**config.mk**
```make
export PLATFORM = sky130hd
export DESIGN_NAME = bcd_display_mux
export DESIGN_NICKNAME = d
export VERILOG_FILES = /design/src/rtl/bcd_display_mux.sv
export SDC_FILE = /design/constraint.sdc
export NUM_CORES = 1
export LEC_CHECK = 0
export CORE_ASPECT_RATIO = 0.9
export CORE_MARGIN = 8
export CORE_UTILIZATION = 45
export CTS_CLUSTER_SIZE = 20
export DETAILED_ROUTE_END_ITERATION = 7
export GPL_ROUTABILITY_DRIVEN = 0
export PLACE_DENSITY = 0.73
export SLEW_MARGIN = 20
export SYNTH_ARGS = -nofsm -noshare
export SYNTH_HDL_FRONTEND = slang
export SYNTH_SLANG_ARGS = --single-unit
```
**constraint.sdc**
```tcl
create_clock -name Clk -period 2.35 [get_ports Clk]
set_clock_uncertainty 0.05 [all_clocks]
set_input_delay 0.47 -clock Clk [delete_from_list [all_inputs] [get_ports Clk]]
set_output_delay 0.47 -clock Clk [all_outputs]
set_load 0.1 [all_outputs]
```
**src/rtl/bcd_display_mux.sv**
```systemverilog
// Multiplexed BCD seven-segment display driver.
// Captures a packed BCD word on Load, then scans the digits one at a time,
// holding each digit for REFRESH_CYCLES cycles. All outputs are registered
// and trail the internal digit index by one cycle.
module bcd_display_mux #(
  parameter int unsigned DEC_DIGITS     = 2,
  parameter int unsigned REFRESH_CYCLES = 4
) (
  input  logic                    Clk,
  input  logic                    Rst,
  input  logic [DEC_DIGITS*4-1:0] DataBCD,
  input  logic                    Load,
  input  logic                    BlankLZ,
  output logic [6:0]              Seg,
  output logic [DEC_DIGITS-1:0]   Anode,
  output logic                    FrameWrap
);

  localparam int unsigned IdxW = (DEC_DIGITS > 1) ? $clog2(DEC_DIGITS) : 1;
  localparam int unsigned CntW = $clog2(REFRESH_CYCLES);

  logic [DEC_DIGITS*4-1:0] shadow_q, shadow_d;
  logic [IdxW-1:0]         idx_q, idx_d;
  logic [CntW-1:0]         cnt_q, cnt_d;
  logic [6:0]              seg_q, seg_d;
  logic [DEC_DIGITS-1:0]   anode_q, anode_d;
  logic                    fw_q, fw_d;

  // Active-high segment pattern {g,f,e,d,c,b,a}; non-decimal codes show a dash.
  function automatic logic [6:0] seg_decode(input logic [3:0] nib);
    logic [6:0] pat;
    case (nib)
      4'd0:    pat = 7'h3F;
      4'd1:    pat = 7'h06;
      4'd2:    pat = 7'h5B;
      4'd3:    pat = 7'h4F;
      4'd4:    pat = 7'h66;
      4'd5:    pat = 7'h6D;
      4'd6:    pat = 7'h7D;
      4'd7:    pat = 7'h07;
      4'd8:    pat = 7'h7F;
      4'd9:    pat = 7'h6F;
      default: pat = 7'h40;
    endcase
    return pat;
  endfunction

  // Shadow capture and dwell/digit scan sequencing; Load never touches the scan.
  always_comb begin
    shadow_d = shadow_q;
    cnt_d    = cnt_q;
    idx_d    = idx_q;
    if (Load) begin
      shadow_d = DataBCD;
    end
    if (cnt_q == CntW'(REFRESH_CYCLES - 1)) begin
      cnt_d = '0;
      if (idx_q == IdxW'(DEC_DIGITS - 1)) begin
        idx_d = '0;
      end else begin
        idx_d = idx_q + IdxW'(1);
      end
    end else begin
      cnt_d = cnt_q + CntW'(1);
    end
  end

  // Output stage: anode select, segment decode with leading-zero blanking, frame marker.
  always_comb begin
    logic [DEC_DIGITS-1:0] lz;
    logic                  run;
    logic [3:0]            sel_nib;
    logic                  sel_lz;

    lz      = '0;
    run     = 1'b1;
    sel_nib = '0;
    sel_lz  = 1'b0;
    anode_d = '1;

    // lz[i] is set when nibble i and every more-significant nibble are zero.
    for (int i = int'(DEC_DIGITS) - 1; i >= 0; i--) begin
      run   = run & (shadow_q[i*4 +: 4] == 4'd0);
      lz[i] = run;
    end

    for (int i = 0; i < int'(DEC_DIGITS); i++) begin
      if (idx_q == IdxW'(i)) begin
        sel_nib    = shadow_q[i*4 +: 4];
        sel_lz     = lz[i];
        anode_d[i] = 1'b0;
      end
    end

    if (BlankLZ && (idx_q != '0) && sel_lz) begin
      seg_d = 7'h7F;
    end else begin
      seg_d = ~seg_decode(sel_nib);
    end

    fw_d = (idx_q == '0) && (cnt_q == '0);
  end

  // State and output registers with synchronous reset.
  always_ff @(posedge Clk) begin
    if (Rst) begin
      shadow_q <= '0;
      idx_q    <= '0;
      cnt_q    <= '0;
      seg_q    <= 7'h7F;
      anode_q  <= '1;
      fw_q     <= 1'b0;
    end else begin
      shadow_q <= shadow_d;
      idx_q    <= idx_d;
      cnt_q    <= cnt_d;
      seg_q    <= seg_d;
      anode_q  <= anode_d;
      fw_q     <= fw_d;
    end
  end

  assign Seg       = seg_q;
  assign Anode     = anode_q;
  assign FrameWrap = fw_q;

endmodule

```
* Yosys cells after proc, flatten, opt, wreduce, memory -nomap -nowiden *
Memories as Yosys holds them, arrays and structs flattened.
Index checks and enable logic that the tools add are counted.

storage, ports and cells
  bits in registers = 21
  memories kept = 1
  input bits = 12
  output and inout bits = 10
  memory bits (read-only) = 112

operators by class
  reduce and logical (&&, ||, !) cells = 8
  muxes and demuxes = 6
  equality and inequality tests = 1
  add/subtract/negate cells = 2
  bitwise logic cells = 3

memory list
  name             depth  bits a word  rd ports  clocked after memory_dff  wr ports  RTL line  text
  (no name shown)  16     7            1         0                         0         32        case (nib)

operators by type and width
  cell                 count
  $logic_not 4->1      2
  $mux 7               1
  $not 7->7            1
  $mux 1               4
  $mux 4               1
  $reduce_or 2->1      2
  $logic_and 1x1->1    3
  $add 2x1->2 const B  1
  $eq 2x2->1 const B   1
  $logic_not 2->1      1
  $add 1x1->1 const B  1
  $and 1x1->1          1
  $not 1->1            1

* Logic depth before layout (Yosys ltp) *
  word-level depth = 6
  mapped depth = 9
  gate-level depth less buffers = 7

* Worst setup path after synthesis *
OpenSTA, ideal clock, no wires.

  path kind = register to register
  start point = register idx_q
  end point = register seg_q[6], in the netlist Seg[6]
  data arrival time = 1,606 ps
  setup slack = 565 ps
  buffers on the path = 2
  setup time = 129 ps
  stages on the path, launching flop included = 10
  period minus slack after synthesis = 1,785 ps
  cells stage by stage = dfxtp_1 -> buf_6 -> buf_2 -> mux2i_1 -> inv_1 -> ha_1 -> inv_1 -> a21oi_1 -> a21oi_1 -> o21ai_0

between the ends
  longest elaborated chain between the ends = 4

ends and longest elaborated chain
  what                    RTL line  text
  start, declared         23        logic [IdxW-1:0] idx_q, idx_d;
  start signal, assigned  115       idx_q <= idx_d;
  $mux 4                  88        if (idx_q == IdxW'(i)) begin
  $mem_v2 16x7            -
  $mux 7                  95        if (BlankLZ && (idx_q != '0) && sel_lz) begin
  $not 7->7               98        seg_d = ~seg_decode(sel_nib);
  end signal, assigned    117       seg_q <= seg_d;
  end, declared           25        logic [6:0] seg_q, seg_d;

Several ways; a longest one is shown, not always the timed one. The select of a mux whose other input is x is not followed.
A chain may end at the register's enable or synchronous reset.

* Worst setup path after layout *
Ends and elaborated chain as after synthesis.

==> summary.txt <==
status = complete, no violations
syn nets = 117
Area growth syn-to-layout = 25.29%
synthesized area = 959.7 um2
Post-synth top cells = dfxtp_1 (21), nor2_1 (16), mux2i_1 (10)
# DRC = 0
post-cts gate resize count = 0
Core Util, Final = 0.5720
clock tree buffer depth = 2
drt pass-1 iters = 4
period utilization = 0.8482
Tot GR Track Use = 0.1000
Gate power share = 0.336
first-pass GRT wire length = 3042 um
worst setup path class = reg2reg
clock latency on the worst-skew pair = 0.31 ns
cell leakage power = 0.5297 nW
Fin Setup TNS = 0 ns
initial antenna violation count = 0
Seq pwr share = 0.469
hpwl dp = 1426 um
htree depth = 1
net load switching power = 0.3320 mW
core area = 2102 um2
hold_sp = cnt_q[0]
hold depth = 1
Synth cell types = 27
placed cells = 145
post-synth top area share = 0.4381
# nets final = 142
power share of the clock group = 0.195
Top Usage Layer GRT = met2
Synth Register Bits = 21
CTS tree = yes
kind of end point of the critical path = flip-flop
clk slew on worst S/H paths = 0.10 ns
die height = 59.81 um
area leader, netlist = dfxtp_1
CTS Buf Count = 3
Peak VDD IR = 0.0004214 V
Hold WC Path Type = reg2reg
Syn Area/Cell = 9.793 um2
drt wl/cell = 11.94 um
PortBufs = 21
CP Launch Type = flip-flop
post-route ant nets = 0
most numerous cell in the Yosys netlist = dfxtp_1
internal power = 0.5471 mW
total power = 0.8791 mW
Synth Warn # = 0
vias per inst = 4.852
Seq/Total Area, Yosys = 0.4381
number of setup buffers added after CTS = 0
total routed wirelength = 1779 um
fraction of layout cells with a size suffix above 1 = 0.1803
Max-Cap Viols = 0
# hold bufs at CTS = 0
slew margin rel. = 0.7028
endpoints failing setup = 0
# fillers = 202
Starting Density = 0.4565
reg2reg start = idx_q
DIE AREA = 3869 um2
number of global-route vias before repair = 693
fmax = 0.5017 GHz
total gr overflow = 0
post-route minimum period = 1.993 ns
top_reg_cell synth = dfxtp_1
RSZ-0062 raised after global routing = false
ys async rst share = 0
largest net degree at the start of global routing = 14
DR vias = 723
Arr. time, crit path = 2.14 ns
Setup crit start = idx_q
non-filler cells, final = 149
CP Max Fanout = 8
die width = 64.68 um
Max Transition Viols Final = 0
number of cells on the worst reg-to-reg path = 7
CTS root buf = clkbuf_4
DRT iter0 DRCs = 7
Worst Tran Pin Value = 0.4445 ns
final hold vios = 0
met2 usage = 0.1487
EDFF count, synth = 0
WP data required = 2.50 ns
Power Density = 731.2 nW/um2
top cells by area, synth = dfxtp_1 (44%), mux2i_1 (10%), ha_1 (9.1%)
number of diodes = 0
met1 GRT Util = 0.1139
Ports = 22
sw frac = 0.3777
Post-Synthesis Cells = 98
# rows = 16
Sink Count = 21
met3 GRT Util = 0.06180
==> cell usage in the layout (no fill, tap or decap) <==
master,netlist,routed
a2111oi_0,1,1
a211oi_1,1,1
a21boi_4,1,1
a21oi_1,5,5
a221oi_1,1,1
a41oi_2,1,1
and2_1,1,1
buf_4,0,13
clkbuf_1,1,1
clkbuf_4,0,3
clkdlybuf4s50_1,0,11
dfxtp_1,21,21
ha_1,7,7
inv_1,7,7
mux2_4,1,1
mux2i_1,10,10
mux2i_4,1,1
nand2_1,3,3
nand2b_1,2,2
nor2_1,16,16
nor2_2,1,1
nor2b_1,3,3
nor3_1,3,3
nor3b_1,1,1
o21ai_0,1,1
o21ai_1,4,4
or2_2,1,1
xnor2_1,1,1
==> layout make-up <==
class / instances / area, um2 / area share
multi-input cells: 66 / 488.0 / 0.4058
well taps: 27 / 33.78 / 0.02810
repair buffers: 24 / 207.7 / 0.1727
clock buffers: 4 / 26.28 / 0.02185
flip-flops and latches: 21 / 420.4 / 0.3496
inverters: 7 / 26.28 / 0.02185
==> registers in the layout, indices dropped and copies added, names as in the netlist <==
name       count
Anode          2
FrameWrap      1
Seg            7
cnt_q          2
idx_q          1
shadow_q       8
==> critical path, cell delays in order, from the launching register on <==
cell and delay (ns):
dfxtp_1 0.56, mux2i_1 0.42, inv_1 0.11, ha_1 0.21, inv_1 0.07, a21oi_1 0.07, a21oi_1 0.26, o21ai_0 0.13
==> power groups by stage <==
stage,Clock (mW),Combinational [mW],Sequential [mW]
final,0.171,0.296,0.412
after global routing,0.192,0.316,0.417
after CTS,0.175,0.298,0.412
after detailed placement,0,0.297,0.420
after global placement,0,0.294,0.419
after floorplan,0,0.0956,0.551
==> stage by stage <==
stage / hold WS, ns / setup slack [ns] / instance area [um2]
2_1_floorplan: 0.3770 / 0.5653 / 959.7
3_5_place_dp: 0.4028 / 0.3863 / 1176
3_3_place_gp: 0.3974 / 0.4014 / 1176
4_1_cts: 0.4185 / 0.3559 / 1202
6_report: 0.4114 / 0.3567 / 1202
5_1_grt: 0.4731 / 0.1778 / 1202
==> worst paths after layout <==
path,slack [ns],endpoint
max reg2reg,0.36,Seg[6]
max,0.36,Seg[6]
min,0.41,cnt_q[0]
min reg2reg,0.41,cnt_q[0]
==> routing by layer <==
layer	wire, um	vias to the layer above
met4	21	0
met1	865	325
met2	729	20
met3	162	3
met5	0	-
li1	-	375
==> logic make-up after synthesis <==
logic type,after synthesis,share of synthesized area
simple gates,31,0.1499
flops,21,0.4381
compound gates,15,0.1147
mux,12,0.1434
buf+inv,11,0.05346
fa+ha+maj,7,0.09126
xor+xnor,1,0.009128
(Power assumes the default switching activity.)
